--- config.mk ---
export PLATFORM = sky130hd
export DESIGN_NAME = bit_position_scanner_flat
export DESIGN_NICKNAME = d
export VERILOG_FILES = /design/src/rtl/bit_position_scanner_if.sv /design/src/rtl/bit_position_scanner.sv /design/src/flat_wrapper.sv
export SDC_FILE = /design/constraint.sdc
export NUM_CORES = 1
export LEC_CHECK = 0
export CORE_UTILIZATION = 53
export DETAILED_ROUTE_END_ITERATION = 10
export GPL_TIMING_DRIVEN = 0
export PLACE_DENSITY = 0.84
export SETUP_SLACK_MARGIN = 0.4
export SYNTH_ARGS = -nofsm -noshare
export SYNTH_HDL_FRONTEND = slang
export SYNTH_SLANG_ARGS = --single-unit
--- constraint.sdc ---
create_clock -name clk -period 2.6 [get_ports clk]
set_clock_uncertainty 0.2 [all_clocks]
set_input_delay 0.39 -clock clk [delete_from_list [all_inputs] [get_ports clk]]
set_output_delay 0.39 -clock clk [all_outputs]
set_load 0.02 [all_outputs]
--- src/rtl/bit_position_scanner_if.sv ---
// bit_position_scanner_if: vector capture and position beat handshakes for bit_position_scanner.
interface bit_position_scanner_if #(
  parameter int IN_WIDTH  = 8,
  parameter int OUT_WIDTH = $clog2(IN_WIDTH)
);
  logic                 in_valid;
  logic                 in_ready;
  logic [IN_WIDTH-1:0]  data;
  logic                 msb_first;
  logic                 out_valid;
  logic                 out_ready;
  logic [OUT_WIDTH-1:0] pos;
  logic                 last;
  logic                 none;
  modport master (
    output in_valid, data, msb_first, out_ready,
    input  in_ready, out_valid, pos, last, none
  );
  modport slave (
    input  in_valid, data, msb_first, out_ready,
    output in_ready, out_valid, pos, last, none
  );
endinterface

--- src/rtl/bit_position_scanner.sv ---
// bit_position_scanner: captures a vector, then emits each set bit index one beat at a time.
module bit_position_scanner #(
  parameter int IN_WIDTH  = 8,
  parameter int OUT_WIDTH = $clog2(IN_WIDTH)
) (
  input logic                  clk,
  input logic                  rst,
  bit_position_scanner_if.slave bus
);
  typedef enum logic {IDLE, SCAN} state_t;
  state_t               state, state_nxt;
  logic [IN_WIDTH-1:0]  mask;
  logic                 dir;
  logic                 zflag;
  logic [OUT_WIDTH-1:0] hi, lo;
  logic                 single, capture, beat;
  always_comb begin
    hi = '0;
    lo = '0;
    for (int i = 0; i < IN_WIDTH; i++) if (mask[i]) hi = i[OUT_WIDTH-1:0];
    for (int i = IN_WIDTH - 1; i >= 0; i--) if (mask[i]) lo = i[OUT_WIDTH-1:0];
  end
  assign single = (mask != '0) && ((mask & (mask - IN_WIDTH'(1))) == '0);
  always_comb begin
    bus.in_ready  = state == IDLE;
    bus.out_valid = state == SCAN;
    bus.pos       = state == SCAN ? (dir ? hi : lo) : '0;
    bus.last      = state == SCAN && (zflag || single);
    bus.none      = state == SCAN && zflag;
    capture       = bus.in_ready && bus.in_valid;
    beat          = bus.out_valid && bus.out_ready;
    state_nxt     = capture ? SCAN : (beat && bus.last) ? IDLE : state;
  end
  always_ff @(posedge clk) begin
    if (rst) begin
      state <= IDLE;
      mask  <= '0;
      dir   <= 1'b1;
      zflag <= 1'b0;
    end else begin
      state <= state_nxt;
      if (capture) begin
        mask  <= bus.data;
        dir   <= bus.msb_first;
        zflag <= bus.data == '0;
      end else if (beat) begin
        mask <= bus.last ? '0 : mask & ~(IN_WIDTH'(1) << bus.pos);
      end
    end
  end
endmodule

--- src/flat_wrapper.sv ---
// flat-port wrapper written by rule: the top's interface ports become plain ports
module bit_position_scanner_flat 
#(
  parameter int IN_WIDTH  = 8,
  parameter int OUT_WIDTH = $clog2(IN_WIDTH)
)
  (clk, rst, bus_in_valid, bus_data, bus_msb_first, bus_out_ready, bus_in_ready, bus_out_valid, bus_pos, bus_last, bus_none);
  bit_position_scanner_if #(.IN_WIDTH(IN_WIDTH), .OUT_WIDTH(OUT_WIDTH)) bus_i ();
  input logic clk;
  input logic rst;
  input wire logic [$bits(bus_i.in_valid)-1:0] bus_in_valid;
  input wire logic [$bits(bus_i.data)-1:0] bus_data;
  input wire logic [$bits(bus_i.msb_first)-1:0] bus_msb_first;
  input wire logic [$bits(bus_i.out_ready)-1:0] bus_out_ready;
  output wire logic [$bits(bus_i.in_ready)-1:0] bus_in_ready;
  output wire logic [$bits(bus_i.out_valid)-1:0] bus_out_valid;
  output wire logic [$bits(bus_i.pos)-1:0] bus_pos;
  output wire logic [$bits(bus_i.last)-1:0] bus_last;
  output wire logic [$bits(bus_i.none)-1:0] bus_none;
  assign bus_i.in_valid = bus_in_valid;
  assign bus_i.data = bus_data;
  assign bus_i.msb_first = bus_msb_first;
  assign bus_i.out_ready = bus_out_ready;
  assign bus_in_ready = bus_i.in_ready;
  assign bus_out_valid = bus_i.out_valid;
  assign bus_pos = bus_i.pos;
  assign bus_last = bus_i.last;
  assign bus_none = bus_i.none;
  bit_position_scanner #(.IN_WIDTH(IN_WIDTH), .OUT_WIDTH(OUT_WIDTH)) u_core (.clk(clk), .rst(rst), .bus(bus_i));
endmodule
# ---- Yosys cells after proc, flatten, opt, wreduce, memory -nomap -nowiden
# Index checks and enable logic that the tools add are counted.
dict set report totals {
  regBits 11
  latch_bits 0
  ram_bits 0
  rom_bits 0
  inputBits 13
  n_memories 0
}
dict set report op_classes {
  addsub 1
  n_mul 0
  n_div 0
  order_cmp 0
  eq_ne 0
  shift 1
  n_mux 22
  bitwise 4
  reduce_logical 12
}
# operator n
set op_table {}
lappend op_table {{2-to-1 mux 3 bit} 16}
lappend op_table {{2-to-1 mux 8 bit} 3}
lappend op_table {{AND 8 bit} 2}
lappend op_table {{zero test 8 bit} 2}
lappend op_table {{inverter 8 bit} 1}
lappend op_table {{nonzero test 8 bit} 1}
lappend op_table {{<< shifter 1 x 3 -> 8 bit, first input constant} 1}
lappend op_table {{subtractor 8 x 1 -> 8 bit, second input constant} 1}
lappend op_table {{logical AND 1 bit} 6}
lappend op_table {{nonzero test 2 bit} 2}
lappend op_table {{2-to-1 mux 1 bit} 3}
lappend op_table {{logical OR 1 bit} 1}
lappend op_table {{inverter 1 bit} 1}

# ---- Logic depth before layout (Yosys ltp)
# Gate-level depths: netlist of run 1.
dict set report depth {
  depth_word 16
  mapped_depth 7
  ltp_nobuf 6
}

# ---- Worst setup path before layout of run 1
# Ideal clock, no wire load.
dict set report synth_path {
  path_type {register to output}
  startpoint {register u_core.state (netlist: u_core.bus.out_valid)}
  endpoint {output port bus_pos[0]}
  arrival_time_ns 1.418
  path_slack_ns 0.592
  path_stages_with_launch 5
  path_cell_list {dfxtp_1 -> clkbuf_1 -> buf_1 -> o211ai_2 -> nand2_1}
}
dict set report synth_between {
  elab_chain_len 1
}
# item line_no
set synth_lines {}
lappend synth_lines {{start: declaration} bit_position_scanner.sv:11} ;# state_t state, state_nxt;
lappend synth_lines {{start signal: assignment} bit_position_scanner.sv:41} ;# state <= state_nxt;
lappend synth_lines {{2-to-1 mux 3 bit} bit_position_scanner.sv:27} ;# bus.pos = state == SCAN ? (dir ? hi : lo) : '0;
lappend synth_lines {{end: declaration} flat_wrapper.sv:17} ;# output wire logic [$bits(bus_i.pos)-1:0] bus_pos;
# Every way passes these cells.

# ---- Worst setup path in the final report of run 1
dict set report layout_path {
  startpoint {register u_core.mask[7]}
  endpoint {output port bus_pos[0]}
}
dict set report layout_between {
  elab_chain_len 10
  word_cells_on_any_way 11
}
# item line_no
set layout_lines {}
lappend layout_lines {{start: declaration} bit_position_scanner.sv:12} ;# logic [IN_WIDTH-1:0] mask;
lappend layout_lines {{start signal: assignment} bit_position_scanner.sv:43} ;# mask <= bus.data;
lappend layout_lines {{start signal: assignment} bit_position_scanner.sv:47} ;# mask <= bus.last ? '0 : mask & ~(IN_WIDTH'(1) << bus.pos);
lappend layout_lines {{2-to-1 mux 3 bit (8 in series)} bit_position_scanner.sv:21} ;# for (int i = IN_WIDTH - 1; i >= 0; i--) if (mask[i]) lo = i[OUT_WIDTH-1:0];
lappend layout_lines {{2-to-1 mux 3 bit * (2 in series)} bit_position_scanner.sv:27}
# Mark *: on every way between the ends. The rest lies on a longest branch, timed or not.

==> impl_metrics.prom, run 1 <==
# TYPE chip_impl_metric gauge
chip_impl_metric{name="flow.area_growth_from_synthesis",unit="%"} 46.0
chip_impl_metric{name="fin_crit_sh",unit="%"} 95.3
chip_impl_metric{name="number_of_clock_buffers_inserted_by_tritoncts",unit=""} 3
chip_impl_metric{name="report.final.setup_viol",unit=""} 0
chip_impl_info{name="layout.cells.most_common_list",value="sky130_fd_sc_hd__buf_4, sky130_fd_sc_hd__clkdlybuf4s50_1, sky130_fd_sc_hd__dfxtp_1"} 1
chip_impl_metric{name="clkLatencyLatePin",unit="ns"} 0.29
chip_impl_metric{name="met2RoutedLength",unit="mm"} 1.51
chip_impl_metric{name="syn_area",unit="um^2"} 916
chip_impl_info{name="slowest_stage",value="sky130_fd_sc_hd__dfxtp_1"} 1
chip_impl_metric{name="htree_num_levels",unit=""} 1
chip_impl_info{name="worst_r2r_startpoint",value="u_core.mask[7]$_SDFFE_PP0P_"} 1
chip_impl_metric{name="design.core.area",unit="um^2"} 1560
chip_impl_metric{name="max-vdd-ir-drop",unit="uV"} 407
chip_impl_metric{name="drtIter0Drc",unit=""} 108
chip_impl_info{name="timing.critical_path.from",value="u_core.mask[7]$_SDFFE_PP0P_"} 1
chip_impl_metric{name="fin_hold_ws",unit="ns"} 0.299
chip_impl_metric{name="clkSinkCount",unit=""} 11
chip_impl_metric{name="synth.ff_latch_count",unit=""} 11
chip_impl_info{name="setup.worst_path.class",value="flip-flop to output port"} 1
chip_impl_metric{name="synth-async-reset-ratio",unit="%"} 0
chip_impl_metric{name="yosysUniqueCellTypes",unit=""} 45
chip_impl_metric{name="cp.required",unit="ns"} 2.01
chip_impl_metric{name="critical_path.max_fanout",unit=""} 8
chip_impl_metric{name="crit_arrival",unit="ns"} 1.89
chip_impl_metric{name="dieHeight",unit="um"} 43.6
chip_impl_info{name="synth_flop_cell",value="sky130_fd_sc_hd__dfxtp_1"} 1
chip_impl_metric{name="pin_count_of_the_biggest_net_entering_global_routing",unit=""} 11
chip_impl_info{name="critical_path.top_delay_family",value="flip-flops"} 1
chip_impl_metric{name="yosysTopAreaCellShare",unit="%"} 24.0
chip_impl_metric{name="wl_per_cell",unit="um"} 20.1
chip_impl_metric{name="final_hold_viol_count",unit=""} 0
chip_impl_metric{name="hpwl",unit="mm"} 1.83
chip_impl_info{name="crit_path_cell_trace",value="nand2b_1, a221oi_1, o211ai_2, nand2_1, clkdlybuf4s15_2"} 1
chip_impl_metric{name="register_to_register_setup_slack",unit="ns"} 0.48
chip_impl_metric{name="mappedNetlistNets",unit=""} 123
chip_impl_metric{name="num_antenna_cells",unit=""} 0
chip_impl_metric{name="die_area",unit="um^2"} 1900
chip_impl_metric{name="timing.critical_path.depth",unit=""} 5
chip_impl_metric{name="cp.buffers_inverters",unit=""} 1
chip_impl_metric{name="number_of_global_route_vias_before_repair",unit=""} 990
chip_impl_metric{name="vias",unit=""} 1157
chip_impl_metric{name="grt_antenna_before_repair",unit=""} 0
chip_impl_info{name="top_layer_used",value="met4"} 1
chip_impl_metric{name="max_freq",unit="MHz"} 404
chip_impl_metric{name="grt-ovfl-total",unit=""} 0
chip_impl_metric{name="ys_seq_area_share",unit="%"} 24.0
chip_impl_info{name="hold_path_class",value="primary input to flip-flop"} 1
chip_impl_metric{name="floorplan.initialDensity",unit="%"} 58.7
chip_impl_metric{name="cts.clk_slew.worst_paths",unit="ns"} 0.08
chip_impl_info{name="worst_setup_path_end_kind",value="output port"} 1
chip_impl_metric{name="rows",unit=""} 14
chip_impl_metric{name="fp.dieW",unit="um"} 43.6
chip_impl_info{name="post_synth_main_area_contributors",value="sky130_fd_sc_hd__dfxtp_1, sky130_fd_sc_hd__mux2i_1, sky130_fd_sc_hd__o32ai_1"} 1
chip_impl_metric{name="drt_wl_total",unit="mm"} 3.30
chip_impl_metric{name="dp_slack",unit="ns"} 0.00902
chip_impl_metric{name="detail-route-antenna-nets",unit=""} 0
chip_impl_metric{name="maxCapViolations",unit=""} 0
chip_impl_metric{name="globalplace.congestion",unit=""} 0.831
chip_impl_metric{name="worst_slew_margin_rel",unit="%"} 71.1
chip_impl_metric{name="setup_ws",unit="ns"} 0.123
chip_impl_info{name="synth.largest_area_cell",value="sky130_fd_sc_hd__dfxtp_1"} 1
chip_impl_metric{name="post_synth_inst_count",unit=""} 110
chip_impl_metric{name="number_of_flops_mapped_to_enable_cells_by_yosys",unit=""} 0
chip_impl_metric{name="grt_use_total",unit="%"} 34.2
chip_impl_metric{name="power_density",unit="nW/um^2"} 456
chip_impl_metric{name="port_buffers",unit=""} 17
chip_impl_info{name="status",value="completed"} 1
chip_impl_metric{name="cts.path.max_buffers",unit=""} 2
chip_impl_metric{name="design.final.nets",unit=""} 162
chip_impl_metric{name="wirelength_met1",unit="mm"} 1.27
chip_impl_info{name="critical_path.reg2reg.endpoint",value="u_core.mask[5]$_SDFFE_PP0P_"} 1
chip_impl_info{name="clock-root-buffer",value="sky130_fd_sc_hd__clkbuf_4"} 1
chip_impl_info{name="timing.critical_path.from_type",value="flip-flop"} 1
chip_impl_metric{name="layout_cells_sized_above_1",unit="%"} 35.8
chip_impl_metric{name="post-route-drc-count",unit=""} 0
chip_impl_metric{name="ys.warnings.count",unit=""} 0
chip_impl_metric{name="leakage_power",unit="nW"} 0.517
chip_impl_metric{name="routed_via_density",unit=""} 7.05
chip_impl_metric{name="io_pins",unit=""} 20
chip_impl_info{name="critPathCapture",value="bus_pos[0]"} 1
chip_impl_metric{name="critical-path-max-stage-delay",unit="ns"} 0.56
chip_impl_info{name="grt_setup_unrepaired",value="true"} 1
chip_impl_metric{name="worst_slew_pin_slew",unit="ns"} 0.432
chip_impl_metric{name="slew_viol_final",unit=""} 0
chip_impl_metric{name="timing.reg2reg.worst_path_depth",unit=""} 6
chip_impl_metric{name="tns",unit="ns"} 0
chip_impl_metric{name="grt_first_pass_wirelength",unit="mm"} 4.70
chip_impl_metric{name="syn_area_per_cell",unit="um^2"} 8.33
chip_impl_info{name="tritoncts_clock_tree",value="yes"} 1
chip_impl_metric{name="drt_first_pass_iters",unit=""} 5
chip_impl_metric{name="route.met3.wl",unit="um"} 369
chip_impl_info{name="layout.cells.most_common",value="sky130_fd_sc_hd__buf_4"} 1
chip_impl_metric{name="layout.filler_cells",unit=""} 92
chip_impl_metric{name="layout_min_cycle_time",unit="ns"} 2.48
-- stage by stage --
step | utilization, % | instances | cell area, um^2 | total power, mW
floorplan | - | 110 | 916 | 0.335
global placement | 70.9 | 143 | 1110 | 0.393
detailed placement | 70.9 | 143 | 1110 | 0.399
CTS | 80.7 | 157 | 1260 | 0.562
global route | 85.8 | 164 | 1340 | 0.631
finish | 85.8 | 164 | 1340 | 0.610
-- what timing repair did --
item	CTS	global route
endpoints found under the hold margin	0	0
hold buffers	0	0
buffers inserted	9	7
endpoints found under the setup margin	5	4
resized for setup	35	4
pin swaps	9	5
cloned	1	0
-- report_power, final --
group	internal (mW)	total [mW]	switching [mW]
logic	0.137	0.285	0.147
clock network	0.0598	0.130	0.0700
registers	0.180	0.196	0.0157
total	0.377	0.610	0.233
-- per-layer routing --
metal,vias up,track usage (%)
met2,95,57.3
met1,531,42.3
li1,507,-
met4,0,16.9
met3,24,5.42
met5,-,0
-- layout make-up --
type	instances	area (um^2)	area share (%)
buffer	10	76.3	5.71
clock buffer	4	26.3	1.96
inverter	9	35.0	2.62
multi-input combinational	80	663	49.6
sequential	11	224	16.7
tap	16	20.0	1.50
timing repair buffer	34	293	21.9
-- synth_stat cells, types with 2 or more instances --
cell type and count:
sky130_fd_sc_hd__o32ai_1 5, sky130_fd_sc_hd__inv_1 7, sky130_fd_sc_hd__buf_6 2, sky130_fd_sc_hd__and2_1 2, sky130_fd_sc_hd__or2_1 2, sky130_fd_sc_hd__a211oi_1 5
sky130_fd_sc_hd__buf_2 2, sky130_fd_sc_hd__dfxtp_1 11, sky130_fd_sc_hd__o21bai_1 2, sky130_fd_sc_hd__nand2b_1 3, sky130_fd_sc_hd__clkbuf_1 3, sky130_fd_sc_hd__nand2_1 6
sky130_fd_sc_hd__nor2_1 7, sky130_fd_sc_hd__mux2i_1 5, sky130_fd_sc_hd__a22o_1 3, sky130_fd_sc_hd__o211ai_2 2, sky130_fd_sc_hd__nand4_1 4, sky130_fd_sc_hd__a32o_1 4
sky130_fd_sc_hd__o21ai_2 2, sky130_fd_sc_hd__buf_1 2, sky130_fd_sc_hd__o22a_1 2, sky130_fd_sc_hd__a22oi_1 2, sky130_fd_sc_hd__nor4_1 3, sky130_fd_sc_hd__a21oi_1 3
-- state kept, by name, indices dropped and copies added, names as in the netlist --
name / count
u_core.zflag: 1
u_core.mask: 8
u_core.dir: 1
u_core.bus.out_valid: 1
-- cell families after synthesis --
| family | Yosys count | synth area share, % |
|---|---|---|
| AO/OA/AOI/OAI | 43 | 40.6 |
| AND/OR/NAND/NOR | 32 | 19.7 |
| buffers and inverters | 19 | 10.2 |
| flip-flops | 11 | 24.0 |
| multiplexers | 5 | 5.46 |
-- worst min-delay path by stage --
stage	start	end	slack, ns	cells after the start
after floorplan	u_core.zflag$_SDFFE_PP0P_	u_core.zflag$_SDFFE_PP0P_	0.27	2
after global placement	u_core.zflag$_SDFFE_PP0P_	u_core.zflag$_SDFFE_PP0P_	0.30	2
after detailed placement	u_core.zflag$_SDFFE_PP0P_	u_core.zflag$_SDFFE_PP0P_	0.30	2
after CTS	rst	u_core.zflag$_SDFFE_PP0P_	0.27	2
after global routing	rst	u_core.zflag$_SDFFE_PP0P_	0.29	2
final	rst	u_core.zflag$_SDFFE_PP0P_	0.30	2
Note: power is estimated with default switching activity, not from simulation.
==> run 2: changes to the inputs <==
CAP_MARGIN = 25   (was not set)
CORE_ASPECT_RATIO = 0.9   (was not set)
CORE_MARGIN = 2   (was not set)
==> impl_metrics.prom, run 2 (synthesis gave the netlist of run 1 again) <==
# TYPE chip_impl_metric gauge
chip_impl_metric{name="globalplace.congestion",unit=""} 0.870
chip_impl_metric{name="dieHeight",unit="um"} 43.4
chip_impl_metric{name="sequential_cell_area",unit="um^2"} 225
chip_impl_metric{name="fin_hold_ws",unit="ns"} 0.310
chip_impl_metric{name="fp.dieW",unit="um"} 47.8
chip_impl_metric{name="number_of_clock_buffers_inserted_by_tritoncts",unit=""} 3
chip_impl_metric{name="drtIter0Drc",unit=""} 74
chip_impl_info{name="worst_setup_path_end_kind",value="output port"} 1
chip_impl_metric{name="slew_viol_final",unit=""} 0
chip_impl_metric{name="layout_cells_sized_above_1",unit="%"} 42.5
chip_impl_metric{name="largest_register_ffs",unit=""} 8
chip_impl_metric{name="cp.required",unit="ns"} 2.01
chip_impl_metric{name="drt_first_pass_iters",unit=""} 7
chip_impl_metric{name="detail-route-antenna-nets",unit=""} 0
chip_impl_metric{name="grt-ovfl-total",unit=""} 0
chip_impl_metric{name="worst_slew_margin_rel",unit="%"} 64.0
chip_impl_metric{name="critical_path.max_fanout",unit=""} 7
chip_impl_metric{name="worst_slew_pin_slew",unit="ns"} 0.539
chip_impl_metric{name="crit_arrival",unit="ns"} 1.88
chip_impl_metric{name="grt_first_pass_wirelength",unit="mm"} 4.58
chip_impl_metric{name="design.core.area",unit="um^2"} 1650
chip_impl_metric{name="clkSinkCount",unit=""} 11
chip_impl_info{name="crit_path_cell_trace",value="buf_8, nor4_4, buf_4, a31oi_2, o21bai_2, and2_4, buf_6"} 1
chip_impl_metric{name="cp.buffers_inverters",unit=""} 3
chip_impl_metric{name="design.final.nets",unit=""} 167
chip_impl_metric{name="hpwl",unit="mm"} 1.82
chip_impl_metric{name="cts.clk_slew.worst_paths",unit="ns"} 0.08
chip_impl_metric{name="number_of_global_route_vias_before_repair",unit=""} 995
chip_impl_info{name="hold_path_class",value="primary input to flip-flop"} 1
chip_impl_metric{name="routed_via_density",unit=""} 6.72
chip_impl_metric{name="power_density",unit="nW/um^2"} 462
chip_impl_metric{name="port_buffers",unit=""} 17
chip_impl_info{name="status",value="completed"} 1
chip_impl_metric{name="floorplan.initialDensity",unit="%"} 55.6
chip_impl_metric{name="max_freq",unit="MHz"} 404
chip_impl_metric{name="leakage_power",unit="nW"} 0.560
chip_impl_metric{name="post-route-drc-count",unit=""} 0
chip_impl_metric{name="post_cts_hold_buffer_count",unit=""} 0
chip_impl_metric{name="clkLatencyLatePin",unit="ns"} 0.28
chip_impl_info{name="critical_path.top_delay_family",value="simple AND/OR/NAND/NOR gates"} 1
chip_impl_metric{name="multi_input_comb_area",unit="um^2"} 674
chip_impl_metric{name="cts.path.max_buffers",unit=""} 2
chip_impl_metric{name="drt_wl_total",unit="mm"} 3.48
chip_impl_info{name="slowest_stage",value="sky130_fd_sc_hd__nor4_4"} 1
chip_impl_metric{name="dp_slack",unit="ns"} 0.0277
chip_impl_info{name="tritoncts_clock_tree",value="yes"} 1
chip_impl_metric{name="rows",unit=""} 14
chip_impl_info{name="layout.cells.most_common_list",value="sky130_fd_sc_hd__buf_4, sky130_fd_sc_hd__clkdlybuf4s50_1, sky130_fd_sc_hd__buf_6"} 1
chip_impl_metric{name="grt_use_total",unit="%"} 31.6
chip_impl_info{name="clock-root-buffer",value="sky130_fd_sc_hd__clkbuf_4"} 1
chip_impl_metric{name="detailed_place.area",unit="um^2"} 1120
chip_impl_metric{name="layout_min_cycle_time",unit="ns"} 2.47
chip_impl_info{name="grt_setup_unrepaired",value="true"} 1
chip_impl_metric{name="wl_per_cell",unit="um"} 19.7
chip_impl_metric{name="htree_num_levels",unit=""} 1
chip_impl_metric{name="maxCapViolations",unit=""} 0
chip_impl_metric{name="pin_count_of_the_biggest_net_entering_global_routing",unit=""} 11
chip_impl_metric{name="post-route-cell-area",unit="um^2"} 1420
chip_impl_metric{name="max-vdd-ir-drop",unit="uV"} 415
chip_impl_metric{name="die_area",unit="um^2"} 2080
chip_impl_metric{name="layout.filler_cells",unit=""} 94
chip_impl_metric{name="grt_antenna_before_repair",unit=""} 0
chip_impl_info{name="registers.top_by_ff_count",value="u_core.mask"} 1
chip_impl_metric{name="io_pins",unit=""} 20
chip_impl_metric{name="num_antenna_cells",unit=""} 0
chip_impl_metric{name="final_hold_viol_count",unit=""} 0
chip_impl_metric{name="setup_ws",unit="ns"} 0.125
chip_impl_metric{name="fin_crit_sh",unit="%"} 95.2
chip_impl_metric{name="flow.area_growth_from_synthesis",unit="%"} 54.5
chip_impl_metric{name="tns",unit="ns"} 0
chip_impl_info{name="layout.cells.most_common",value="sky130_fd_sc_hd__buf_4"} 1
chip_impl_info{name="setup.worst_path.class",value="flip-flop to output port"} 1
chip_impl_info{name="timing.critical_path.from_type",value="flip-flop"} 1
chip_impl_metric{name="vias",unit=""} 1189
chip_impl_metric{name="critical-path-max-stage-delay",unit="ns"} 0.34
chip_impl_metric{name="report.final.setup_viol",unit=""} 0
## run 2: through the flow
stage / power [mW] / utilization [%] / instances
after detailed placement: 0.398 / 67.8 / 151
final: 0.654 / 85.9 / 177
after global routing: 0.677 / 85.9 / 177
after floorplan: 0.335 / - / 110
after CTS: 0.576 / 76.6 / 168
after global placement: 0.394 / 67.8 / 151
## run 2: layout make-up
class / instances / share of cell area, %
inverters: 9 / 2.48
flip-flops and latches: 11 / 15.9
well taps: 24 / 2.12
plain buffers: 10 / 5.39
clock buffers: 4 / 1.86
multi-input cells: 80 / 47.7
repair buffers: 39 / 24.6
## run 2: per-layer routing
layer | up-vias | wire length (um) | track usage [%]
met1 | 546 | 1290 | 45.1
li1 | 521 | - | -
met3 | 26 | 383 | 5.42
met5 | - | 0 | 0
met4 | 0 | 227 | 14.1
met2 | 96 | 1590 | 46.1
## run 2: worst paths after layout
| check | startpoint | end | slack (ns) | depth (start not counted) |
|---|---|---|---|---|
| max | u_core.mask[2]$_SDFFE_PP0P_ | bus_last | 0.13 | 7 |
| min | rst | u_core.zflag$_SDFFE_PP0P_ | 0.31 | 2 |
| max reg2reg | u_core.mask[2]$_SDFFE_PP0P_ | u_core.bus.out_valid$_SDFFE_PP0P_ | 0.28 | 11 |
| min reg2reg | u_core.zflag$_SDFFE_PP0P_ | u_core.zflag$_SDFFE_PP0P_ | 0.34 | 2 |
## run 2: timing repair
action	CTS	global route
buffers inserted	13	9
cloned	0	0
pin swaps	5	9
endpoints found under the setup margin	5	5
resized for setup	27	26
## run 2: power breakdown
group          switching (mW)  leakage [nW]  internal (mW)
logic                   0.159         0.453          0.172
registers              0.0145        0.0919          0.180
clock network          0.0688        0.0150         0.0597
total                   0.242         0.560          0.412
